<file path="config.mk">
export PLATFORM = sky130hd
export DESIGN_NAME = data_memory_responder
export DESIGN_NICKNAME = d
export VERILOG_FILES = /design/src/rtl/data_memory_responder.sv
export SDC_FILE = /design/constraint.sdc
export NUM_CORES = 2
export LEC_CHECK = 0
export ABC_AREA = 0
export CORE_ASPECT_RATIO = 0.75
export CORE_MARGIN = 1.5
export CORE_UTILIZATION = 45
export DETAILED_ROUTE_END_ITERATION = 6
export GPL_ROUTABILITY_DRIVEN = 0
export RECOVER_POWER = 25
export REMOVE_ABC_BUFFERS = 1
export SYNTH_ARGS = -nofsm -noshare
export SYNTH_HDL_FRONTEND = slang
export SYNTH_SLANG_ARGS = --single-unit
</file>
<file path="constraint.sdc">
create_clock -name clk -period 236.9 [get_ports clk]
set_input_delay 47.38 -clock clk [delete_from_list [all_inputs] [get_ports clk]]
set_output_delay 47.38 -clock clk [all_outputs]
set_load 0.01 [all_outputs]
</file>
<file path="src/rtl/data_memory_responder.sv">
// Data-memory responder: one load/store at a time, a fixed wait before the
// array access, and a held response until the initiator consumes it.
module data_memory_responder #(
  parameter int WORDSIZE = 64,
  parameter int SIZE     = 32,
  parameter int ADDR_W   = 5,
  parameter int LATENCY  = 2
) (
  input  logic                clk,
  input  logic                rst,
  input  logic                req_valid,
  input  logic                req_write,
  input  logic [ADDR_W-1:0]   req_addr,
  input  logic [WORDSIZE-1:0] req_wdata,
  output logic                req_ready,
  output logic                resp_valid,
  output logic [WORDSIZE-1:0] resp_rdata,
  output logic                resp_error,
  input  logic                resp_ready
);

  typedef enum logic [1:0] {IDLE, WAIT, RESPOND} state_t;

  localparam logic [3:0]      LAT_CNT  = 4'(LATENCY);
  localparam logic [ADDR_W:0] SIZE_EXT = (ADDR_W + 1)'(SIZE);

  state_t                state;
  logic [3:0]            count;
  logic                  write_q;
  logic [ADDR_W-1:0]     addr_q;
  logic [WORDSIZE-1:0]   wdata_q;
  logic [WORDSIZE-1:0]   mem [SIZE];
  logic                  in_range;

  // Compare with one extra bit so upper addresses are rejected, never wrapped.
  assign in_range   = ({1'b0, addr_q} < SIZE_EXT);
  assign req_ready  = (state == IDLE);
  assign resp_valid = (state == RESPOND);

  // WAIT always holds LATENCY+1 cycles: the last one performs the array access,
  // so the response appears LATENCY+1 edges after acceptance, even for LATENCY=0.
  always_ff @(posedge clk or posedge rst) begin
    if (rst) begin
      state      <= IDLE;
      count      <= '0;
      write_q    <= 1'b0;
      addr_q     <= '0;
      wdata_q    <= '0;
      resp_rdata <= '0;
      resp_error <= 1'b0;
      for (int i = 0; i < SIZE; i++) begin
        mem[i] <= '0;
      end
    end else begin
      case (state)
        IDLE: begin
          if (req_valid) begin
            write_q <= req_write;
            addr_q  <= req_addr;
            wdata_q <= req_wdata;
            count   <= LAT_CNT;
            state   <= WAIT;
          end
        end
        WAIT: begin
          if (count == 4'd0) begin
            state <= RESPOND;
            if (!in_range) begin
              resp_rdata <= '0;
              resp_error <= 1'b1;
            end else if (write_q) begin
              mem[addr_q] <= wdata_q;
              resp_rdata  <= wdata_q;
              resp_error  <= 1'b0;
            end else begin
              resp_rdata <= mem[addr_q];
              resp_error <= 1'b0;
            end
          end else begin
            count <= count - 4'd1;
          end
        end
        RESPOND: begin
          if (resp_ready) begin
            state <= IDLE;
          end
        end
        default: state <= IDLE;
      endcase
    end
  end

  // A response held under backpressure must not change underneath the initiator.
  a_resp_stable: assert property (@(posedge clk) disable iff (rst)
    (resp_valid && !resp_ready) |=> ($stable(resp_rdata) && $stable(resp_error)));

  a_one_side: assert property (@(posedge clk) disable iff (rst)
    !(req_ready && resp_valid));

endmodule
</file>
==> summary.md <==
| Metric | Value |
|---|---|
| Run status | finished with violations |
| Violations in the final reports | max-capacitance violations, max-slew violations |
| Simple logic cell fraction of the synthesized area | 1.93% |
| Slew HR | -219% |
| Reported max-cap violation count | 45 |
| Via density | 5.97 |
| Final non-filler cell total | 9589 |
| Number of antenna violations at the first check in global routing | 6 |
| Routed length per placed instance | 28.9 microns |
| Pre-CTS setup slack | 183.08 ns |
| Setup repair after global routing missed its margin | no |
| Final count of pins violating max slew | 1290 |
| Die Span Y | 407 microns |
| Area after DPL | 101000 sq um |
| Proportion of register bits with asynchronous set or reset after synthesis | 100% |
| Switching power share of the total | 33.5% |
| Maximum fanout count along the critical path | 174 |
| Yosys warning total | 0 |
| Kind of end point of the critical path | asynchronous set/reset pin |
| Pwr/cell area | 11.3 nW/um^2 |
| Final count of negative-setup-slack endpoints | 0 |
| Area of the core | 217000 sq um |
| Area of the die | 221000 sq um |
| Combinational family with the most area after synthesis | multiplexers |
| Core Util, Final | 50.1% |
| Top achievable clock speed | 19.0 MHz |
| Startpoint type of the worst setup path | input pin |
| VDD IR-drop max | 10.5 uV |
| Combined global-route utilization of all metal layers | 25.2% |
| Maximum number of pins on one net before global-route repair | 175 |
| Max H-tree Level | 4 |
| Parity-gate share of the synthesized area counting xor and xnor cells | 0.0179% |
| Register area share after synthesis | 55.8% |
| Logic pwr share | 26.4% |
| Hold violation total from the final report | 0 |
| Clock Latency Late Sink | 0.89 ns |
| Post-synthesis instance area | 98100 sq um |
| Type of the worst setup path | input pin to asynchronous set/reset pin |
| Cell count after synthesis | 6617 |
| Most crowded layer after global routing | met2 |
| Post-CTS Resized | 0 |
| TritonCTS clock tree | yes |
| Adder and majority cell fraction of the synthesized area | 0.0255% |
| Post-DP HPWL | 150000 microns |
| Chip width | 542 microns |
| Placed insts | 9186 |
| Clock tree skew after final layout | 0.0674 ns |
| Worst-case setup margin in the final layout | 184.21 ns |
| Antenna-violating nets left | 0 |
| Clock sinks | 2188 |
| IO buf count | 139 |
| Clk slew on worst S/H paths | 0.06 ns |
| EDFF count, synth | 0 |
| Via Count | 57300 |
| Final design instance area without fill | 109000 sq um |
| Row cnt | 148 |
| Setup repair bufs after CTS | 0 |
| Net switching power of the design | 0.000413 W |
| DRT Pass-1 Iters | 5 |
| DRC violation count after routing | 0 |
| Proportion of power drawn by the clock network | 29.3% |
| Remaining global-route overflow | 0 |
| Met3 usage in global routing | 3.63% |
| Critical path arrival | 53.52 ns |
| Initial drt markers | 4270 |
| Min cycle time layout | 52.69 ns |
| Sequential group share of total power | 44.4% |
| Number of buffers between clock root and the deepest sink | 4 |
| Internal power consumption | 0.000819 W |
| Mean cell area of the mapped netlist | 14.8 sq um |
| Met1 GRT Util | 36.6% |
| Share of cell area taken by muxes after synthesis | 35.1% |
| Count of state elements after synthesis | 2188 |
| Boundary Pins | 141 |
| Nets@finish | 6564 |
| Hold crit path type | register to register |
| Final routed wirelength across all metal layers | 277000 microns |
| Lkg Pwr | 52.0 nW |
| Compound-cell area share of the yosys netlist | 3.82% |
| Clock buffers created by TritonCTS | 225 |
| CP Data Required Time | 237.73 ns |
| Number of distinct standard cells referenced by the synthesized netlist | 53 |
| Hold buffers post-CTS | 0 |
| Starting density of the core | 45.2% |
| Slew at the pin closest to its max-slew limit | 4.79 ns |
| Met2 Resource Use GR | 39.8% |
| Clock Root Buffer | clkbuf_16 |
| Share of the clock period used by the worst path after layout | 22.2% |
| Wire length of the first global-routing pass | 416000 microns |
| Most used flip-flop cell after synthesis | dfrtp_1 |
| Aggregate negative setup slack | 0 ns |
| P&R area growth vs syn | 10.8% |
| Fraction of layout instances using a drive strength above 1 | 42.7% |
| Via count of the first global-routing pass | 60300 |
## registers in the layout, summed over array words and instances (netlist names)
signal,count
addr_q,5
count,4
mem,2048
resp_rdata,64
state,2
wdata_q,64
write_q,1
## Yosys cell counts, types with 2 or more instances
| master | n | area [sq um] |
|---|---|---|
| nand3_1 | 33 | 165 |
| mux4_2 | 236 | 5320 |
| or4_1 | 31 | 233 |
| a211o_1 | 28 | 245 |
| buf_6 | 72 | 811 |
| ha_1 | 2 | 25.0 |
| and2_1 | 2 | 12.5 |
| inv_1 | 8 | 30.0 |
| clkbuf_1 | 367 | 1380 |
| nor3_4 | 3 | 48.8 |
| a31oi_1 | 61 | 382 |
| nand2b_1 | 8 | 50.1 |
| nand2_1 | 51 | 191 |
| o21ai_0 | 74 | 370 |
| a21oi_1 | 65 | 325 |
| mux2i_1 | 520 | 5200 |
| dfrtp_1 | 2188 | 54800 |
| a22oi_1 | 62 | 465 |
| o22ai_1 | 210 | 1310 |
| buf_1 | 32 | 120 |
| nor3_1 | 34 | 170 |
| buf_4 | 16 | 120 |
| mux2_2 | 2104 | 23700 |
| nor2_1 | 23 | 86.3 |
| buf_2 | 150 | 751 |
| a221oi_1 | 27 | 236 |
| or3_1 | 61 | 382 |
| nor2b_1 | 33 | 206 |
| and4_1 | 2 | 17.5 |
| o221ai_1 | 4 | 35.0 |
| mux2_1 | 17 | 191 |
| nor4_1 | 6 | 37.5 |
| a22o_1 | 9 | 78.8 |
| nand4b_1 | 3 | 26.3 |
| or4b_2 | 3 | 30.0 |
| a211oi_1 | 32 | 240 |
| xor2_1 | 2 | 17.5 |
| nor2_2 | 19 | 119 |
| a2bb2oi_1 | 3 | 26.3 |
| nand4bb_1 | 3 | 33.8 |
## through the flow
stage               hold WS, ns  power [W]
global placement          0.464   0.000871
floorplan                 0.453   0.000878
finish                    0.487    0.00123
detailed placement        0.475   0.000880
global route              0.506    0.00129
CTS                       0.489    0.00124
## cell families (layout without fill, tap and decap cells)
family                     after synthesis  count (layout)
xor gates and xnor gates                 2               2
muxes                                 2877            2877
adders and majority gates                2               2
buffers and inverters                  645             686
and+or+nand+nor                        324             324
AOI/OAI and AO/OA                      578             578
other                                    1               7
DFF                                   2188            2188
## critical path, stage by stage
cell,delay [ns]
clkdlybuf4s50_1,0.49
inv_8,0.57
buf_4,0.78
buf_4,0.73
buf_4,0.75
buf_4,0.75
buf_12,0.67
buf_4,0.90
## final timing paths
kind                                       start  slack, ns  cells past startpoint                         end
max                                          rst     184.21                      8  resp_rdata[34]$_DFFE_PP0P_
min                         mem[814]$_DFFE_PP0P_       0.49                      1        mem[814]$_DFFE_PP0P_
max reg2reg                addr_q[0]$_DFFE_PP0P_     228.39                      5       mem[1027]$_DFFE_PP0P_
min reg2reg                 mem[814]$_DFFE_PP0P_       0.49                      1        mem[814]$_DFFE_PP0P_
max in group clk            state[0]$_DFFE_PP0P_     187.52                      4                  resp_valid
min in group asynchronous                    rst      47.11                      2     wdata_q[46]$_DFFE_PP0P_
## per-layer routing
layer,vias to the layer above,routed length [microns]
met1,31400,129000
met5,-,0
met4,0,6940
met3,378,12600
li1,24200,-
met2,1228,129000
## placed cells by master, fill, tap and decap left out, types with 9 or more instances in the layout
cell and instances:
clkbuf_1 79, nor3_1 34, mux2i_1 520, clkinv_2 29
mux2_2 2103, bufinv_16 14, a221oi_1 27, clkbuf_8 62
nor2b_1 31, a31oi_1 61, nand2_1 50, dfrtp_1 2185
clkdlybuf4s50_1 139, a211oi_1 32, a22o_1 9, nand3_1 32
buf_4 105, a21oi_1 65, a22oi_1 62, nor2_1 26
a211o_1 28, clkbuf_16 227, buf_12 9, mux4_2 236
or3_1 61, or4_1 30, o21ai_0 74, nor2_4 16
o22ai_1 210, mux2_1 18
## final cells by class
type                            instances  area (sq um)
Clock inverter                         57           727
Tap cell                             2925          3660
Fill cell                           18300        108000
Sequential cell                      2188         54800
Antenna cell                            6          15.0
Inverter                                8          40.0
Multi-Input combinational cell       3784         40200
Timing Repair Buffer                  281          2460
Clock buffer                          340          6730
## power groups by stage
stage	clock network, W	logic, W	registers (W)
after global placement	0	0.000324	0.000547
final	0.000361	0.000325	0.000547
after global routing	0.000385	0.000345	0.000562
after detailed placement	0	0.000328	0.000553
after CTS	0.000369	0.000329	0.000546
after floorplan	0	0.000317	0.000561
No activity file was read; power rests on OpenSTA's default activity.
